$ cat src/rtl/mul_seq_pkg.sv
// Shared types and constants for the shift-add multiplier sequencer.
// Holds the FSM state encoding, the ALU control opcodes and the iteration count.
package mul_seq_pkg;

  typedef enum logic [1:0] {IDLE, RUN, DONE} mul_state_e;

  localparam logic [3:0] ALU_OP_AND = 4'b0000;
  localparam logic [3:0] ALU_OP_OR  = 4'b0001;
  localparam logic [3:0] ALU_OP_ADD = 4'b0010;
  localparam logic [3:0] ALU_OP_SUB = 4'b0110;

  localparam int MUL_ITER = 32;

endpackage

$ cat src/rtl/mul_seq_ctrl.sv
// Multi-cycle shift-add multiplier sequencer; borrows the EX-stage ALU in ADD mode.
// Optional MUL_ZERO_BYPASS_EN: a zero operand skips RUN and completes in one cycle.
module mul_seq_ctrl
  import mul_seq_pkg::*;
#(
  parameter int XLEN  = 32,
  parameter int CNT_W = 6
) (
  input  logic            clk,
  input  logic            rst,
  input  logic            start_i,
  input  logic [XLEN-1:0] op1_i,
  input  logic [XLEN-1:0] op2_i,
  input  logic            hi_i,
  input  logic            flush_i,
  output logic            ready_o,
  output logic            busy_o,
  output logic            done_o,
  output logic [XLEN-1:0] result_o,
  output logic [XLEN-1:0] alu_in1_o,
  output logic [XLEN-1:0] alu_in2_o,
  output logic [3:0]      alu_ctrl_o,
  input  logic [XLEN-1:0] alu_res_i,
  input  logic            alu_carry_i
);

  mul_state_e      state;
  logic [CNT_W-1:0] cnt;
  logic [XLEN-1:0] acc_hi;
  logic [XLEN-1:0] mplier;
  logic [XLEN-1:0] mcand;
  logic            hi_q;

  // Next {acc_hi, mplier} after this iteration: ALU sum with carry, shifted right by one.
  logic [XLEN-1:0] acc_nxt;
  logic [XLEN-1:0] mplier_nxt;
  logic            last_iter;
  logic            zero_op;

  assign acc_nxt    = {alu_carry_i, alu_res_i[XLEN-1:1]};
  assign mplier_nxt = {alu_res_i[0], mplier[XLEN-1:1]};
  assign last_iter  = (cnt == CNT_W'(MUL_ITER - 1));
  assign zero_op    = (op1_i == '0) || (op2_i == '0);

  assign ready_o    = (state == IDLE);
  assign busy_o     = (state != IDLE);
  assign alu_in1_o  = acc_hi;
  assign alu_in2_o  = mplier[0] ? mcand : '0;
  assign alu_ctrl_o = (state == RUN) ? ALU_OP_ADD : ALU_OP_AND;

  always_ff @(posedge clk) begin
    if (rst) begin
      state    <= IDLE;
      cnt      <= '0;
      acc_hi   <= '0;
      mplier   <= '0;
      mcand    <= '0;
      hi_q     <= 1'b0;
      result_o <= '0;
      done_o   <= 1'b0;
    end else begin
      done_o <= 1'b0;
      case (state)
        IDLE: begin
          // flush outranks start; only a clean accept loads the operands
          if (start_i && !flush_i) begin
            mcand  <= op1_i;
            mplier <= op2_i;
            acc_hi <= '0;
            hi_q   <= hi_i;
            cnt    <= '0;
`ifdef MUL_ZERO_BYPASS_EN
            if (zero_op) begin
              state    <= DONE;
              result_o <= '0;
              done_o   <= 1'b1;
            end else begin
              state <= RUN;
            end
`else
            state <= RUN;
`endif
          end
        end
        RUN: begin
          if (flush_i) begin
            state <= IDLE;
          end else begin
            acc_hi <= acc_nxt;
            mplier <= mplier_nxt;
            cnt    <= cnt + 1'b1;
            if (last_iter) begin
              state    <= DONE;
              done_o   <= 1'b1;
              result_o <= hi_q ? acc_nxt : mplier_nxt;
            end
          end
        end
        DONE:    state <= IDLE;
        default: state <= IDLE;
      endcase
    end
  end

`ifndef MUL_ZERO_BYPASS_EN
  logic unused_zero;
  assign unused_zero = zero_op;
`endif

endmodule
$ cat config.mk
export PLATFORM = sky130hd
export DESIGN_NAME = mul_seq_ctrl
export DESIGN_NICKNAME = d
export VERILOG_FILES = /design/src/rtl/mul_seq_pkg.sv /design/src/rtl/mul_seq_ctrl.sv
export SDC_FILE = /design/constraint.sdc
export NUM_CORES = 1
export LEC_CHECK = 0
export BUFFER_PORTS_ARGS = -buffer_cell sky130_fd_sc_hd__buf_2
export CAP_MARGIN = 20
export CORE_AREA = 4 4 128 130
export DETAILED_ROUTE_END_ITERATION = 16
export DIE_AREA = 0 0 132 134
export HOLD_SLACK_MARGIN = 0.12
export PLACE_DENSITY = 0.67
export SKIP_LAST_GASP = 1
export SLEW_MARGIN = 20
export SYNTH_ARGS = -nofsm -noshare
export SYNTH_HDL_FRONTEND = slang
export SYNTH_SLANG_ARGS = --single-unit
$ cat constraint.sdc
create_clock -name clk -period 1.4 [get_ports clk]
set_input_delay 0.21 -clock clk [delete_from_list [all_inputs] [get_ports clk]]
set_output_delay 0.21 -clock clk [all_outputs]
set_load 0.05 [all_outputs]
==> out/qor.yml <==
route:
  wl_met2_um: 12740
  drtIter0Drc: 491
  dr.pass1.iters: 5
  highest_layer: "met4"
  final_antenna_net_count: 0
  vias: 7005
  wire_per_inst_um: 20.48
  avgViaCountPerCell: 5.681
  drc: 0
  wl_met1_um: 9927
  routed_wl_um: 25250
  wl_met3_um: 1739
place:
  gp_congestion: 0.7937
  port_buffers: 201
  dp.cells: 1062
  dp_hpwl_um: 12350
synthesis:
  netlist_area_sq_mm: 0.005963
  yosysUniqueCellTypes: 34
  ys.flop_type: "dfxtp_1"
  synth_edf_count: 0
  yosysSeqAreaShare_pct: 46.33
  ys_ff_latch: 138
  async_flop_share_pct: 0
  ys.warnings.count: 0
  avgSynthCellArea_sq_um: 8.352
  synth_cells: 714
pwr:
  cellPowerDensity_mw_per_mm2: 998.4
  p_leak_nw: 4.309
  sw_frac_of_total_pct: 25.28
  combPwrFrac_pct: 16.4
  switchingPower_mw: 2.699
  power_frac_clock_pct: 44.7
  p_seq_share_pct: 38.9
  internal_power_mw: 7.978
  ir_drop_mv: 0.8284
cts:
  cts_buffers: 17
  cts_sinks: 138
  clk_latency_ns: 0.41
  clockBufferDepth: 2
  cts_tree: "done"
  htreeDepth: 4
  root_buffer: "clkbuf_16"
  clkSlewWorstSetupHoldPaths_ns: 0.06
cells_and_area:
  areaGrowthSynthToFinish_pct: 79.33
  nFillCells: 1099
  drive_gt1_share_pct: 42.53
  final_cells: 1233
  nets: 1134
worst_setup_path:
  start_kind: "flop"
  crit_buf_inv: 5
  cp_slowest_cell: "dfxtp_2"
  worst-setup-path-type: "flop to output port"
  cp_top_family: "buffers and inverters"
  cp_cell_sequence: "buf_6 > buf_6 > nand2b_4 > inv_4 > buf_12 > buf_12"
  cp.arrival_ns: 1.36
  required_ns: 1.19
  end_kind: "output port"
  critical_path.max_stage_delay_ns: 0.34
  timing.reg2reg.setup_slack_ns: -0.17
  path_max_fanout: 3
die:
  core_sq_mm: 0.01515
  die_h_um: 134
  start_util_pct: 39.37
  pin_count: 205
  rows: 45
  die_area_sq_mm: 0.01769
  die_w_um: 132
global_route:
  grt_pass1_wl_um: 34510
  grt_max_degree: 48
  grt-ovfl-total: 0
  grt_use_total_pct: 23.94
  first_global_vias: 6569
  grt_antenna_before_repair: 0
timing:
  final_max_slew_viol_count: 0
  fin_crit_ns: 1.571
  max_clock_freq_ghz: 0.6367
  setup_viol: 155
  setup_ws_ns: -0.1706
  tns_ns: -13.18
  skew_ns: 0.01044
  finalCritPeriodShare_pct: 112.2
  rsz0062_at_grt: "true"
  hold_violations: 0
run_status:
  status: "finished with violations"
  violations: "negative setup slack"
worst_hold_path:
  hold_path.class: "input port to flop"
job:
  cap_violations: 0
-- routing by layer --
metal / up-vias / track usage [%]
met5: - / 0
met4: 0 / 11.09
met3: 64 / 4.914
met2: 352 / 40.14
met1: 3383 / 29.69
li1: 3206 / -
-- stage by stage --
stage / worst slack [ns] / total power [mW] / util, % / hold slack [ns] / area [sq um]
finish: -0.1706 / 10.68 / 70.61 / 0.3875 / 10690
global route: -0.2410 / 11.02 / 70.59 / 0.3868 / 10690
CTS: -0.1279 / 10.43 / 63.92 / 0.3331 / 9681
detailed placement: -0.1114 / 5.305 / 48.90 / 0.4424 / 7406
global placement: -0.04819 / 5.297 / 48.90 / 0.4369 / 7406
floorplan: -0.02074 / 4.861 / - / 0.3460 / 6036
-- sequential cells by signal, summed over array words and instances (netlist names) --
signal     cells
state          2
result_o      32
mcand         32
mplier        32
hi_q           1
cnt            6
alu_in1_o     32
done_o         1
-- tightest hold or removal path, cell delays in order --
cell	delay, ns
buf_2	0.19
or3b_4	0.19
buf_6	0.12
nor4_1	0.05
-- final timing paths --
| kind | startpoint | endpoint | cells past startpoint |
|---|---|---|---|
| setup / recovery | state[0]$_SDFFE_PP0P_ | alu_ctrl_o[1] | 6 |
| hold / removal | flush_i | state[1]$_SDFFE_PP0P_ | 4 |
| setup reg to reg | state[0]$_SDFFE_PP0P_ | mcand[20]$_SDFFE_PP0P_ | 8 |
| hold reg to reg | mcand[3]$_SDFFE_PP0P_ | mcand[3]$_SDFFE_PP0P_ | 2 |
-- what timing repair did --
action / 4_1_cts / 5_1_grt
hold buffers: 99 / 0
cloned: 7 / 15
setup endpoints to repair: 107 / 169
buffers inserted: 12 / 8
resized for setup: 108 / 182
hold endpoints to repair: 99 / 0
pin swaps: 14 / 79
-- cells in the mapped netlist, drive strengths merged, types with 2 or more instances --
| cell | number | area [sq um] |
|---|---|---|
| dfxtp | 138 | 2763 |
| a21oi | 134 | 670.6 |
| nand2 | 132 | 495.5 |
| clkbuf | 40 | 150.1 |
| buf | 39 | 211.5 |
| o21ai | 35 | 175.2 |
| mux2i | 33 | 330.3 |
| nand4 | 33 | 206.5 |
| a211oi | 32 | 240.2 |
| a311oi | 32 | 280.3 |
| and2 | 32 | 200.2 |
| inv | 4 | 15.01 |
| or2 | 4 | 27.53 |
| nand3 | 3 | 15.01 |
| nor2 | 3 | 11.26 |
| nor4 | 3 | 18.77 |
| or4 | 3 | 22.52 |
| nand2b | 2 | 12.51 |
| o31ai | 2 | 15.01 |
-- cell families (layout without fill, tap and decap cells) --
kind of cell	after synthesis	count (layout)	synth area share [%]
other	1	4	0.06289
buffers and inverters	83	411	6.315
adders and majority gates	1	1	0.2098
DFF	138	138	46.33
and+or+nand+nor	222	222	18.21
muxes	33	33	5.539
AOI/OAI and AO/OA	236	236	23.33
-- final cells by class --
class | instances | area (sq um) | share of cell area (%)
clock buffers | 21 | 460.4 | 4.306
well taps | 188 | 235.2 | 2.200
repair buffers | 375 | 3618 | 33.84
diodes | 1 | 2.502 | 0.02340
inverters | 4 | 17.52 | 0.1638
multi-input cells | 495 | 3418 | 31.96
flip-flops and latches | 138 | 2773 | 25.93
clock inverters | 11 | 168.9 | 1.580
-- cell usage in the layout (no fill, tap or decap), drive strengths merged, types with 2 or more instances in the layout --
| cell | synthesis | routed |
|---|---|---|
| inv | 4 | 4 |
| o31ai | 2 | 2 |
| mux2i | 33 | 33 |
| or4 | 3 | 3 |
| nand2b | 2 | 2 |
| o21ai | 35 | 35 |
| a211oi | 32 | 32 |
| and2 | 32 | 32 |
| dlygate4sd3 | 0 | 99 |
| dfxtp | 138 | 138 |
| clkbuf | 40 | 32 |
| a21oi | 134 | 134 |
| nand3 | 3 | 3 |
| nor2 | 3 | 3 |
| a311oi | 32 | 32 |
| nand2 | 132 | 132 |
| nor4 | 3 | 3 |
| clkinv | 0 | 6 |
| buf | 39 | 264 |
| bufinv | 0 | 4 |
| or2 | 4 | 4 |
| nand4 | 33 | 33 |
| conb | 1 | 3 |
-- power by group through the flow --
| stage | combinational, mW | sequential [mW] | clock, mW |
|---|---|---|---|
| 5_1_grt | 1.84 | 4.17 | 5.00 |
| 2_1_floorplan | 0.616 | 4.25 | 0 |
| 4_1_cts | 1.46 | 4.14 | 4.84 |
| 3_3_place_gp | 1.07 | 4.22 | 0 |
| 3_5_place_dp | 1.08 | 4.22 | 0 |
| 6_report | 1.75 | 4.16 | 4.77 |
No activity file was read; power rests on OpenSTA's default activity.
